`src/rtl/alu_pkg.sv`:
```
// Shared types and constants for the execute-entry operand stage:
// opcode and shifter-control encodings, the buffered entry layout and decode helpers.
package alu_pkg;

  localparam int DATA_W = 16;

  localparam logic [3:0] OP_SLL = 4'b0100;
  localparam logic [3:0] OP_SRL = 4'b0101;
  localparam logic [3:0] OP_SRA = 4'b0110;

  localparam logic [1:0] SH_SLL = 2'b00;
  localparam logic [1:0] SH_SRL = 2'b10;
  localparam logic [1:0] SH_SRA = 2'b11;

  typedef struct packed {
    logic [3:0]        op;
    logic [3:0]        rd;
    logic [3:0]        rs;
    logic [3:0]        rt;
    logic [3:0]        imm;
    logic [DATA_W-1:0] a_val;
    logic [DATA_W-1:0] b_val;
  } entry_t;

  function automatic logic is_shift_op(input logic [3:0] op);
    return (op == OP_SLL) || (op == OP_SRL) || (op == OP_SRA);
  endfunction

  // Non-shift opcodes report SLL control; the ALU ignores it for them.
  function automatic logic [1:0] shift_ctrl_of(input logic [3:0] op);
    case (op)
      OP_SRL:  return SH_SRL;
      OP_SRA:  return SH_SRA;
      default: return SH_SLL;
    endcase
  endfunction

endpackage

```
`src/rtl/ex_operand_stage_if.sv`:
```
// Decode-side input, forwarding buses and ALU-side output of the operand stage.
// Both sides use valid/ready: a transfer happens on a rising edge where valid and ready are both 1.
interface ex_operand_stage_if #(parameter int WIDTH = 16);

  logic             In_valid;
  logic             In_ready;
  logic [3:0]       In_op;
  logic [3:0]       In_rd;
  logic [3:0]       In_rs;
  logic [3:0]       In_rt;
  logic [WIDTH-1:0] In_rs_data;
  logic [WIDTH-1:0] In_rt_data;
  logic [3:0]       In_imm;
  logic             Flush;
  logic             Ex_fwd_valid;
  logic [3:0]       Ex_fwd_reg;
  logic [WIDTH-1:0] Ex_fwd_data;
  logic             Mem_fwd_valid;
  logic [3:0]       Mem_fwd_reg;
  logic [WIDTH-1:0] Mem_fwd_data;
  logic             Out_valid;
  logic             Out_ready;
  logic [3:0]       Out_op;
  logic [3:0]       Out_rd;
  logic [WIDTH-1:0] Out_a;
  logic [WIDTH-1:0] Out_b;
  logic [3:0]       Out_shamt;
  logic [1:0]       Out_shift_ctrl;
  logic             Out_is_shift;

  modport master (
    output In_valid, In_op, In_rd, In_rs, In_rt, In_rs_data, In_rt_data, In_imm, Flush,
    output Ex_fwd_valid, Ex_fwd_reg, Ex_fwd_data, Mem_fwd_valid, Mem_fwd_reg, Mem_fwd_data,
    output Out_ready,
    input  In_ready, Out_valid, Out_op, Out_rd, Out_a, Out_b, Out_shamt, Out_shift_ctrl,
    input  Out_is_shift
  );

  modport slave (
    input  In_valid, In_op, In_rd, In_rs, In_rt, In_rs_data, In_rt_data, In_imm, Flush,
    input  Ex_fwd_valid, Ex_fwd_reg, Ex_fwd_data, Mem_fwd_valid, Mem_fwd_reg, Mem_fwd_data,
    input  Out_ready,
    output In_ready, Out_valid, Out_op, Out_rd, Out_a, Out_b, Out_shamt, Out_shift_ctrl,
    output Out_is_shift
  );

endinterface

```
`src/rtl/ex_operand_stage_fwd_select.sv`:
```
// One operand forward mux: EX result beats MEM result beats the fallback value.
// Register 0 is hard-wired and never takes a forwarded value.
module fwd_select #(
  parameter int WIDTH = 16
) (
  input  logic [3:0]       src_i,
  input  logic [WIDTH-1:0] rf_data_i,
  input  logic             ex_valid_i,
  input  logic [3:0]       ex_reg_i,
  input  logic [WIDTH-1:0] ex_data_i,
  input  logic             mem_valid_i,
  input  logic [3:0]       mem_reg_i,
  input  logic [WIDTH-1:0] mem_data_i,
  output logic [WIDTH-1:0] data_o
);

  logic ex_hit;
  logic mem_hit;

  assign ex_hit  = ex_valid_i  && (ex_reg_i  == src_i) && (src_i != 4'd0);
  assign mem_hit = mem_valid_i && (mem_reg_i == src_i) && (src_i != 4'd0);

  always_comb begin
    data_o = rf_data_i;
    if (ex_hit) begin
      data_o = ex_data_i;
    end else if (mem_hit) begin
      data_o = mem_data_i;
    end
  end

endmodule

```
`src/rtl/ex_operand_stage.sv`:
```
// Two-entry operand buffer in front of the ALU/shifter. Operands are forwarded at capture
// and kept fresh while buffered by snooping the EX/MEM result buses every cycle.
module ex_operand_stage
  import alu_pkg::*;
#(
  parameter int DEPTH = 2,
  parameter int WIDTH = DATA_W
) (
  input  logic                clk,
  input  logic                rst_n,
  ex_operand_stage_if.slave   bus,
  output logic [1:0]          dbg_count_o
);

  localparam logic [1:0] FULL_CNT = 2'(DEPTH);

  entry_t     ent_q [2];
  entry_t     ent_d [2];
  logic [1:0] count_q, count_d;
  logic       wr_ptr_q, wr_ptr_d;
  logic       rd_ptr_q, rd_ptr_d;

  logic             push;
  logic             pop;
  logic [1:0]       held;
  logic [WIDTH-1:0] cap_a, cap_b;
  logic [WIDTH-1:0] snp_a [2];
  logic [WIDTH-1:0] snp_b [2];
  entry_t           head;

  assign bus.In_ready  = (count_q != FULL_CNT);
  assign bus.Out_valid = (count_q != 2'd0);
  assign dbg_count_o   = count_q;

  // Flush blocks the push even when In_ready is high.
  assign push = bus.In_valid && bus.In_ready && !bus.Flush;
  assign pop  = bus.Out_valid && bus.Out_ready;

  always_comb begin
    held[0] = (count_q == 2'd2) || ((count_q == 2'd1) && (rd_ptr_q == 1'b0));
    held[1] = (count_q == 2'd2) || ((count_q == 2'd1) && (rd_ptr_q == 1'b1));
  end

  fwd_select #(.WIDTH(WIDTH)) u_cap_a (
    .src_i(bus.In_rs), .rf_data_i(bus.In_rs_data),
    .ex_valid_i(bus.Ex_fwd_valid), .ex_reg_i(bus.Ex_fwd_reg), .ex_data_i(bus.Ex_fwd_data),
    .mem_valid_i(bus.Mem_fwd_valid), .mem_reg_i(bus.Mem_fwd_reg), .mem_data_i(bus.Mem_fwd_data),
    .data_o(cap_a)
  );

  fwd_select #(.WIDTH(WIDTH)) u_cap_b (
    .src_i(bus.In_rt), .rf_data_i(bus.In_rt_data),
    .ex_valid_i(bus.Ex_fwd_valid), .ex_reg_i(bus.Ex_fwd_reg), .ex_data_i(bus.Ex_fwd_data),
    .mem_valid_i(bus.Mem_fwd_valid), .mem_reg_i(bus.Mem_fwd_reg), .mem_data_i(bus.Mem_fwd_data),
    .data_o(cap_b)
  );

  for (genvar i = 0; i < 2; i++) begin : g_snoop
    fwd_select #(.WIDTH(WIDTH)) u_snp_a (
      .src_i(ent_q[i].rs), .rf_data_i(ent_q[i].a_val),
      .ex_valid_i(bus.Ex_fwd_valid), .ex_reg_i(bus.Ex_fwd_reg), .ex_data_i(bus.Ex_fwd_data),
      .mem_valid_i(bus.Mem_fwd_valid), .mem_reg_i(bus.Mem_fwd_reg), .mem_data_i(bus.Mem_fwd_data),
      .data_o(snp_a[i])
    );

    fwd_select #(.WIDTH(WIDTH)) u_snp_b (
      .src_i(ent_q[i].rt), .rf_data_i(ent_q[i].b_val),
      .ex_valid_i(bus.Ex_fwd_valid), .ex_reg_i(bus.Ex_fwd_reg), .ex_data_i(bus.Ex_fwd_data),
      .mem_valid_i(bus.Mem_fwd_valid), .mem_reg_i(bus.Mem_fwd_reg), .mem_data_i(bus.Mem_fwd_data),
      .data_o(snp_b[i])
    );
  end

  always_comb begin
    count_d  = count_q;
    wr_ptr_d = wr_ptr_q;
    rd_ptr_d = rd_ptr_q;
    ent_d[0] = ent_q[0];
    ent_d[1] = ent_q[1];

    for (int i = 0; i < 2; i++) begin
      if (held[i]) begin
        ent_d[i].a_val = snp_a[i];
        ent_d[i].b_val = snp_b[i];
      end
    end

    if (bus.Flush) begin
      count_d  = 2'd0;
      wr_ptr_d = 1'b0;
      rd_ptr_d = 1'b0;
    end else begin
      // The write slot is never a held entry, so capture cannot collide with snooping.
      if (push) begin
        ent_d[wr_ptr_q] = '{op: bus.In_op, rd: bus.In_rd, rs: bus.In_rs, rt: bus.In_rt,
                            imm: bus.In_imm, a_val: cap_a, b_val: cap_b};
        wr_ptr_d = ~wr_ptr_q;
      end
      if (pop) begin
        rd_ptr_d = ~rd_ptr_q;
      end
      case ({push, pop})
        2'b10:   count_d = count_q + 2'd1;
        2'b01:   count_d = count_q - 2'd1;
        default: count_d = count_q;
      endcase
    end
  end

  always_ff @(posedge clk or negedge rst_n) begin
    if (!rst_n) begin
      count_q  <= 2'd0;
      wr_ptr_q <= 1'b0;
      rd_ptr_q <= 1'b0;
      ent_q[0] <= '0;
      ent_q[1] <= '0;
    end else begin
      count_q  <= count_d;
      wr_ptr_q <= wr_ptr_d;
      rd_ptr_q <= rd_ptr_d;
      ent_q[0] <= ent_d[0];
      ent_q[1] <= ent_d[1];
    end
  end

  assign head = ent_q[rd_ptr_q];

  assign bus.Out_op         = head.op;
  assign bus.Out_rd         = head.rd;
  assign bus.Out_a          = head.a_val;
  assign bus.Out_shamt      = head.imm;
  assign bus.Out_is_shift   = is_shift_op(head.op);
  assign bus.Out_shift_ctrl = shift_ctrl_of(head.op);
  assign bus.Out_b          = is_shift_op(head.op) ? {{(WIDTH-4){1'b0}}, head.imm} : head.b_val;

endmodule

```
`src/flat_wrapper.sv`:
```
// flat-port wrapper written by rule: the top's interface ports become plain ports
module ex_operand_stage_flat import alu_pkg::*;
#(
  parameter int DEPTH = 2,
  parameter int WIDTH = DATA_W
)
  (clk, rst_n, dbg_count_o, bus_In_valid, bus_In_op, bus_In_rd, bus_In_rs, bus_In_rt, bus_In_rs_data, bus_In_rt_data, bus_In_imm, bus_Flush, bus_Ex_fwd_valid, bus_Ex_fwd_reg, bus_Ex_fwd_data, bus_Mem_fwd_valid, bus_Mem_fwd_reg, bus_Mem_fwd_data, bus_Out_ready, bus_In_ready, bus_Out_valid, bus_Out_op, bus_Out_rd, bus_Out_a, bus_Out_b, bus_Out_shamt, bus_Out_shift_ctrl, bus_Out_is_shift);
  ex_operand_stage_if #(.WIDTH(WIDTH)) bus_i ();
  input  logic clk;
  input  logic rst_n;
  output logic [1:0] dbg_count_o;
  input wire logic [$bits(bus_i.In_valid)-1:0] bus_In_valid;
  input wire logic [$bits(bus_i.In_op)-1:0] bus_In_op;
  input wire logic [$bits(bus_i.In_rd)-1:0] bus_In_rd;
  input wire logic [$bits(bus_i.In_rs)-1:0] bus_In_rs;
  input wire logic [$bits(bus_i.In_rt)-1:0] bus_In_rt;
  input wire logic [$bits(bus_i.In_rs_data)-1:0] bus_In_rs_data;
  input wire logic [$bits(bus_i.In_rt_data)-1:0] bus_In_rt_data;
  input wire logic [$bits(bus_i.In_imm)-1:0] bus_In_imm;
  input wire logic [$bits(bus_i.Flush)-1:0] bus_Flush;
  input wire logic [$bits(bus_i.Ex_fwd_valid)-1:0] bus_Ex_fwd_valid;
  input wire logic [$bits(bus_i.Ex_fwd_reg)-1:0] bus_Ex_fwd_reg;
  input wire logic [$bits(bus_i.Ex_fwd_data)-1:0] bus_Ex_fwd_data;
  input wire logic [$bits(bus_i.Mem_fwd_valid)-1:0] bus_Mem_fwd_valid;
  input wire logic [$bits(bus_i.Mem_fwd_reg)-1:0] bus_Mem_fwd_reg;
  input wire logic [$bits(bus_i.Mem_fwd_data)-1:0] bus_Mem_fwd_data;
  input wire logic [$bits(bus_i.Out_ready)-1:0] bus_Out_ready;
  output wire logic [$bits(bus_i.In_ready)-1:0] bus_In_ready;
  output wire logic [$bits(bus_i.Out_valid)-1:0] bus_Out_valid;
  output wire logic [$bits(bus_i.Out_op)-1:0] bus_Out_op;
  output wire logic [$bits(bus_i.Out_rd)-1:0] bus_Out_rd;
  output wire logic [$bits(bus_i.Out_a)-1:0] bus_Out_a;
  output wire logic [$bits(bus_i.Out_b)-1:0] bus_Out_b;
  output wire logic [$bits(bus_i.Out_shamt)-1:0] bus_Out_shamt;
  output wire logic [$bits(bus_i.Out_shift_ctrl)-1:0] bus_Out_shift_ctrl;
  output wire logic [$bits(bus_i.Out_is_shift)-1:0] bus_Out_is_shift;
  assign bus_i.In_valid = bus_In_valid;
  assign bus_i.In_op = bus_In_op;
  assign bus_i.In_rd = bus_In_rd;
  assign bus_i.In_rs = bus_In_rs;
  assign bus_i.In_rt = bus_In_rt;
  assign bus_i.In_rs_data = bus_In_rs_data;
  assign bus_i.In_rt_data = bus_In_rt_data;
  assign bus_i.In_imm = bus_In_imm;
  assign bus_i.Flush = bus_Flush;
  assign bus_i.Ex_fwd_valid = bus_Ex_fwd_valid;
  assign bus_i.Ex_fwd_reg = bus_Ex_fwd_reg;
  assign bus_i.Ex_fwd_data = bus_Ex_fwd_data;
  assign bus_i.Mem_fwd_valid = bus_Mem_fwd_valid;
  assign bus_i.Mem_fwd_reg = bus_Mem_fwd_reg;
  assign bus_i.Mem_fwd_data = bus_Mem_fwd_data;
  assign bus_i.Out_ready = bus_Out_ready;
  assign bus_In_ready = bus_i.In_ready;
  assign bus_Out_valid = bus_i.Out_valid;
  assign bus_Out_op = bus_i.Out_op;
  assign bus_Out_rd = bus_i.Out_rd;
  assign bus_Out_a = bus_i.Out_a;
  assign bus_Out_b = bus_i.Out_b;
  assign bus_Out_shamt = bus_i.Out_shamt;
  assign bus_Out_shift_ctrl = bus_i.Out_shift_ctrl;
  assign bus_Out_is_shift = bus_i.Out_is_shift;
  ex_operand_stage #(.DEPTH(DEPTH), .WIDTH(WIDTH)) u_core (.clk(clk), .rst_n(rst_n), .bus(bus_i), .dbg_count_o(dbg_count_o));
endmodule
```
`config.mk`:
```
export PLATFORM = sky130hd
export DESIGN_NAME = ex_operand_stage_flat
export DESIGN_NICKNAME = d
export VERILOG_FILES = /design/src/rtl/alu_pkg.sv /design/src/rtl/ex_operand_stage_if.sv /design/src/rtl/ex_operand_stage_fwd_select.sv /design/src/rtl/ex_operand_stage.sv /design/src/flat_wrapper.sv
export SDC_FILE = /design/constraint.sdc
export NUM_CORES = 1
export LEC_CHECK = 0
export BUFFER_PORTS_ARGS = -buffer_cell sky130_fd_sc_hd__buf_2
export CORE_MARGIN = 4
export CORE_UTILIZATION = 50
export CTS_CLUSTER_DIAMETER = 30
export DETAILED_ROUTE_END_ITERATION = 12
export PLACE_DENSITY = 0.76
export SYNTH_ARGS = -nofsm -noshare
export SYNTH_HDL_FRONTEND = slang
export SYNTH_SLANG_ARGS = --single-unit
```
`constraint.sdc`:
```
create_clock -name clk -period 1.9 [get_ports clk]
set_input_delay 0.38 -clock clk [delete_from_list [all_inputs] [get_ports clk]]
set_output_delay 0.38 -clock clk [all_outputs]
set_load 0.05 [all_outputs]
```
* After elaboration in Yosys (flattened, before gate mapping) *
Index checks and enable logic that the tools add are counted.

word-level totals
  memory bits (writable) = 0
  register bits = 108
  memories kept = 0
  bits of input ports = 99
  output and inout bits = 51
  word-level logic and storage cells = 123
  latch bits = 0
  memory bits (read-only) = 0

cells by class
  reduce and logical (&&, ||, !) cells = 46
  eq/ne operators = 20
  $lt $le $gt $ge = 3
  div/mod/pow operators = 0
  bitwise gates (word level) = 5
  add/subtract/negate cells = 2
  shift-type cells = 0
  muxes and demuxes = 30
  multiply operators = 0

operator list
  operator               number
  $mux W16               13
  $mux W52               4
  $mux W84               2
  $bwmux W104            1
  $mux W32               2
  $demux W52 S1          1
  $eq A4 B4 Y1           12
  $logic_and A1 B1 Y1    30
  $reduce_bool A4 Y1     6
  $eq A4 B3 Y1 const B   3
  $pmux W2 S2            2
  $reduce_bool A2 Y1     3
  $eq A2 B1 Y1 const B   2
  $eq A2 B2 Y1 const B   2
  $ge A2 B2 Y1 const B   2
  $logic_or A1 B1 Y1     4
  $mux W1                4
  $not A1 Y2             2
  $not A1 Y1             3
  $reduce_bool A3 Y1     1
  $add A2 B1 Y2 const B  1
  $lt A2 B1 Y1 const B   1
  $mux W2                1
  $ne A2 B2 Y1 const B   1
  other kinds (3)        3

* Longest topological paths before layout *
  depth after elaboration = 9
  mapped depth = 9
  depth with buffers taken out = 7

* Modules after synthesis *
A second synthesis with hierarchy kept.

unflattened totals
  cells, all modules = 1,020
  area, all modules = 8,623.3 µm²

modules (own cells, without submodules)
  module            seq. area each (µm²)  instances  area an instance (µm²)  cells each
  ex_operand_stage  2,702.6               1          5,350.1                 468
  fwd_select        0.0                   6          545.5                   92

* Least setup slack after synthesis *
Ideal clock, no wire load.

  path type = register -> output
  from = register u_core.rd_ptr_q
  to = output bus_Out_b[1]
  stages on the path, launching flop included = 7
  path buffers = 2
  data arrival time = 2.552 ns
  setup slack = -1.032 ns
  required time = 1.520 ns
  cell sequence = dfrtp_1 buf_2 mux2_2 nand2b_1 a21oi_1 clkbuf_1 o21ai_0

between the ends
  word-level cells in the longest chain between the ends = 8
  elaborated cells between the ends (all ways) = 10
  those cells by class = 3 x eq/ne; 4 x mux; 1 x bitwise; 2 x reduce/logical

ends and longest elaborated chain
  what                                              line                     text
  start: declaration                                ex_operand_stage.sv:21   logic rd_ptr_q, rd_ptr_d;
  start signal: assignment                          ex_operand_stage.sv:120  rd_ptr_q <= rd_ptr_d;
  $not A1 Y2 (not written as such) (*)              ex_operand_stage.sv:126  assign head = ent_q[rd_ptr_q];
  $mux W52 (not written as such) (*) (3 in series)  ex_operand_stage.sv:126
  named net bus_Out_op[2]                           flat_wrapper.sv:30       output wire logic [$bits(bus_i.Out_op)-1:0] bus_Out_op;
  $eq A4 B3 Y1                                      alu_pkg.sv:26            return (op == OP_SLL) || (op == OP_SRL) || (op == OP_SRA);
  $logic_or A1 B1 Y1                                alu_pkg.sv:26
  $logic_or A1 B1 Y1 (*)                            alu_pkg.sv:26
  $mux W16 (*)                                      ex_operand_stage.sv:134  assign bus.Out_b = is_shift_op(head.op) ? {{(WIDTH-4){1'b0}}, head.imm} : head.b_val;
  end: declaration                                  flat_wrapper.sv:33       output wire logic [$bits(bus_i.Out_b)-1:0] bus_Out_b;

Mark *: on every way through the listed nets, which the timed path passes. The rest lies on a longest branch. The select of a mux whose other input is x is not followed.

* Final worst setup path *
  from = register u_core.rd_ptr_q
  to = output bus_Out_b[1]

between the ends
  word-level cells in the longest chain between the ends = 8
  elaborated cells between the ends (all ways) = 10
  those cells by class = 3 x eq/ne; 4 x mux; 1 x bitwise; 2 x reduce/logical

ends and longest elaborated chain
  what                                              line
  $not A1 Y2 (not written as such) (*)              ex_operand_stage.sv:126
  $mux W52 (not written as such) (*) (3 in series)  ex_operand_stage.sv:126
  $eq A4 B3 Y1                                      alu_pkg.sv:26
  $logic_or A1 B1 Y1 (2 in series)                  alu_pkg.sv:26
  $mux W16 (*)                                      ex_operand_stage.sv:134

Mark *: on every way between the ends. The rest lies on a longest branch, timed or not. The select of a mux whose other input is x is not followed.

==> results.txt <==
Status = finished, violations left
Violated checks = setup timing
Synth Area per Inst = 8.42 µm²
Die width = 137 µm
DRT Wirelength = 33100 µm
Worst path required time = 1520 ps
Post-synthesis sequential area ratio = 0.325
Multi-input gate area = 0.00563 mm²
Starting density of the core = 0.516
Setup CP Type = register to output port
CTS tree = yes
RR Startpoint = u_core.rd_ptr_q$_DFFE_PN0P_
Crit path DAT = 2070 ps
Clock Latency Late Sink = 370 ps
Min Clock Period, post-route = 2450 ps
Yosys warns = 0
Worst Hold Class = input pin to register
WHS = 211 ps
Peak supply drop = 859 µV
Area leader, netlist = dfrtp_1
Initial antenna violation count = 1
Synthesized area = 0.00832 mm²
CP Cell Sequence = buf_6 > mux2_4 > nand2b_4 > a21oi_4 > clkbuf_16 > buf_12 > o21ai_4 > buf_6
DR WL/cell = 23.5 µm
Leakage Power = 0.00488 µW
Gr usage total = 0.346
Via density = 6.79
Placed Area = 0.0106 mm²
H-tree Lvls = 3
Detailed-router iteration count before antenna repair = 8
CTS Buf Count = 9
Final net count = 1293
Largest net degree at the start of global routing = 47
Filler Cells Inserted = 1122
Setup TNS = -29900 ps
Die ar. = 0.0188 mm²
Post-route cell area = 0.0118 mm²
Mapped Cells = 989
R2r setup slk = -370 ps
Global-route wire length before repair = 51200 µm
#FFs+latches synth = 108
Slew of the pin with the lowest slew margin = 801 ps
Grt total ovfl = 0
Root Buffer = clkbuf_16
Crit share post-route = 1.29
Vias in the first global route = 9618
Main area contributors after synthesis = dfrtp_1, mux2_2, a21oi_1
Max FO, Critical Path = 7
TritonCTS Sinks = 108
Relative slew margins = 0.465
PwrDens = 1540 mW/mm²
Worst path most repeated cell = buf_6
Max_cap viols = 0
I/O pins = 150
Layout Area Growth over Synthesis = 42.0%
Share of the synthesized area in the top cell type = 0.325
Unique masters post-synth = 55
Hold worst-path end = u_core.ent_q[51]$_DFFE_PN0P_
Initial drt markers = 1222
Layout Utilization = 0.733
Post-route ant nets = 0
Row Count = 46
Post-synth net total = 1091
Post-synth EDFFs = 0
Achievable Freq = 408 MHz
Top_reg_cell synth = dfrtp_1
Placer congestion estimate = 0.940
Crit path largest cell delay = 490 ps
Hold depth = 3
Longest Clk Path Bufs = 2
Reg-to-Reg End = u_core.ent_q[3]$_DFF_PN0_
RSZ-0062 raised after global routing = yes
Final hold vios = 0
Reg clk slew, reported paths = 80 ps
Critical-path top delay cell = dfrtp_2
Asr flop ratio synth = 1.00
Crit start category = register
DRC viols = 0
FF+latch area = 0.00271 mm²
Slew Viols, Final = 0
Final WS setup = -552 ps
Skew final = 8.80 ps
Die H = 137 µm
# setup viols final = 99
Post-place setup slack = -394 ps
Hold path start = bus_In_op[3]
Path depth of the worst reg2reg path = 10
Core box area = 0.0161 mm²
Share of cells above drive strength 1 = 0.389
Routed via count = 9587
Antenna Cells = 0
Crit end category = output port
DP HPWL = 21300 µm
I/O Buffers = 149
placed cells by master (no fill, tap or decap), types with 8 or more instances in the layout:
cell type,n
a211oi_2,16
a21boi_0,15
a21oi_1,64
a2bb2oi_1,16
a31oi_1,32
and3_1,18
buf_12,43
buf_2,103
buf_4,93
buf_6,41
buf_8,8
clkbuf_16,11
dfrtp_1,105
inv_1,34
mux2_2,39
mux2_4,9
mux2i_1,14
nand2_1,66
nand3_1,17
nor2_1,25
nor2_4,12
nor3_1,51
o2111ai_1,32
o211ai_1,18
o21ai_0,29
o21ai_1,16
o21ai_2,20
o2bb2ai_1,15
o31ai_1,16
o32ai_1,18
o32ai_2,14
or3_1,51
xnor2_1,38
xor2_1,8
registers in the layout, summed over array words and instances, names as in the netlist:
register            flops
u_core.ent_q          104
u_core.dbg_count_o      2
u_core.rd_ptr_q         1
u_core.wr_ptr_q         1
final cells by class:
cell class,instances,share of cell area
multi-input combinational,743,0.477
timing repair buffer,293,0.235
sequential,108,0.229
tap,216,0.0229
clock buffer,10,0.0202
inverter,36,0.0118
clock inverter,6,0.00455
metal layers:
metal	wire, µm	GRT usage	vias to the layer above
met5	13	0	-
met4	2110	0.208	2
met3	3170	0.0522	186
met2	15700	0.562	714
met1	12100	0.434	4541
li1	-	-	4144
Yosys cell counts (10+ instances only):
library cell  instances
nand2_1              71
mux2_2               48
dfrtp_1             108
a21oi_1              67
and3_1               18
o21ai_0              65
a2bb2oi_1            16
or3_1                53
a21boi_0             15
inv_1                36
a211oi_2             10
nand3_1              17
a31oi_1              32
o31ai_1              16
nor2_1               40
nor3_1               53
mux2i_1              16
o32ai_1              32
o2bb2ai_1            16
clkbuf_1             71
o211ai_1             18
buf_2                21
o2111ai_1            32
xnor2_1              38
worst max path at each step:
stage | from | to | depth (start not counted) | slack (ps)
after floorplan | u_core.rd_ptr_q$_DFFE_PN0P_ | bus_Out_shift_ctrl[1] | 4 | -210
after global placement | bus_Mem_fwd_reg[0] | u_core.ent_q[79]$_DFF_PN0_ | 6 | -320
after detailed placement | bus_Mem_fwd_reg[0] | u_core.ent_q[80]$_DFF_PN0_ | 6 | -390
after CTS | u_core.rd_ptr_q$_DFFE_PN0P_ | bus_Out_b[13] | 7 | -540
after global routing | u_core.rd_ptr_q$_DFFE_PN0P_ | bus_Out_b[13] | 7 | -590
final | u_core.rd_ptr_q$_DFFE_PN0P_ | bus_Out_b[1] | 8 | -550
through the flow:
| stage | cells | total power [µW] |
|---|---|---|
| 6_report | 1412 | 18200 |
| 5_1_grt | 1412 | 18900 |
| 4_1_cts | 1409 | 17700 |
| 3_5_place_dp | 1363 | 14200 |
| 3_3_place_gp | 1363 | 13900 |
| 2_1_floorplan | 989 | 11100 |
worst max-delay path: cells and delay by family, from the launching register on:
family          cells  cell delay [ps]
simple gates        1               90
compound gates      2              190
mux                 1              310
flops               1              490
buf+inv             4              620
kinds of logic (layout without fill, tap and decap cells):
kind of cell    Yosys count  in the layout  share of synthesized area
compound gates          341            343                      0.288
xor+xnor                 46             46                     0.0484
fa+ha+maj                 3              3                    0.00451
buf+inv                 140            345                     0.0738
flops                   108            108                      0.325
mux                      64             64                     0.0842
simple gates            287            287                      0.176
repair_timing:
item	in CTS	in global routing
hold buffers	1	0
endpoints found under the hold margin	30	0
setup endpoints to repair	106	110
pin swaps	12	4
setup buffers	25	4
cloned	5	1
gates resized for setup	135	24
where the power goes:
part | total, µW | switching (µW) | internal, µW
clock network | 1950 | 997 | 952
registers | 4280 | 885 | 3390
logic | 12000 | 6880 | 5110
total | 18200 | 8770 | 9450
Note: power is estimated with default switching activity, not from simulation.
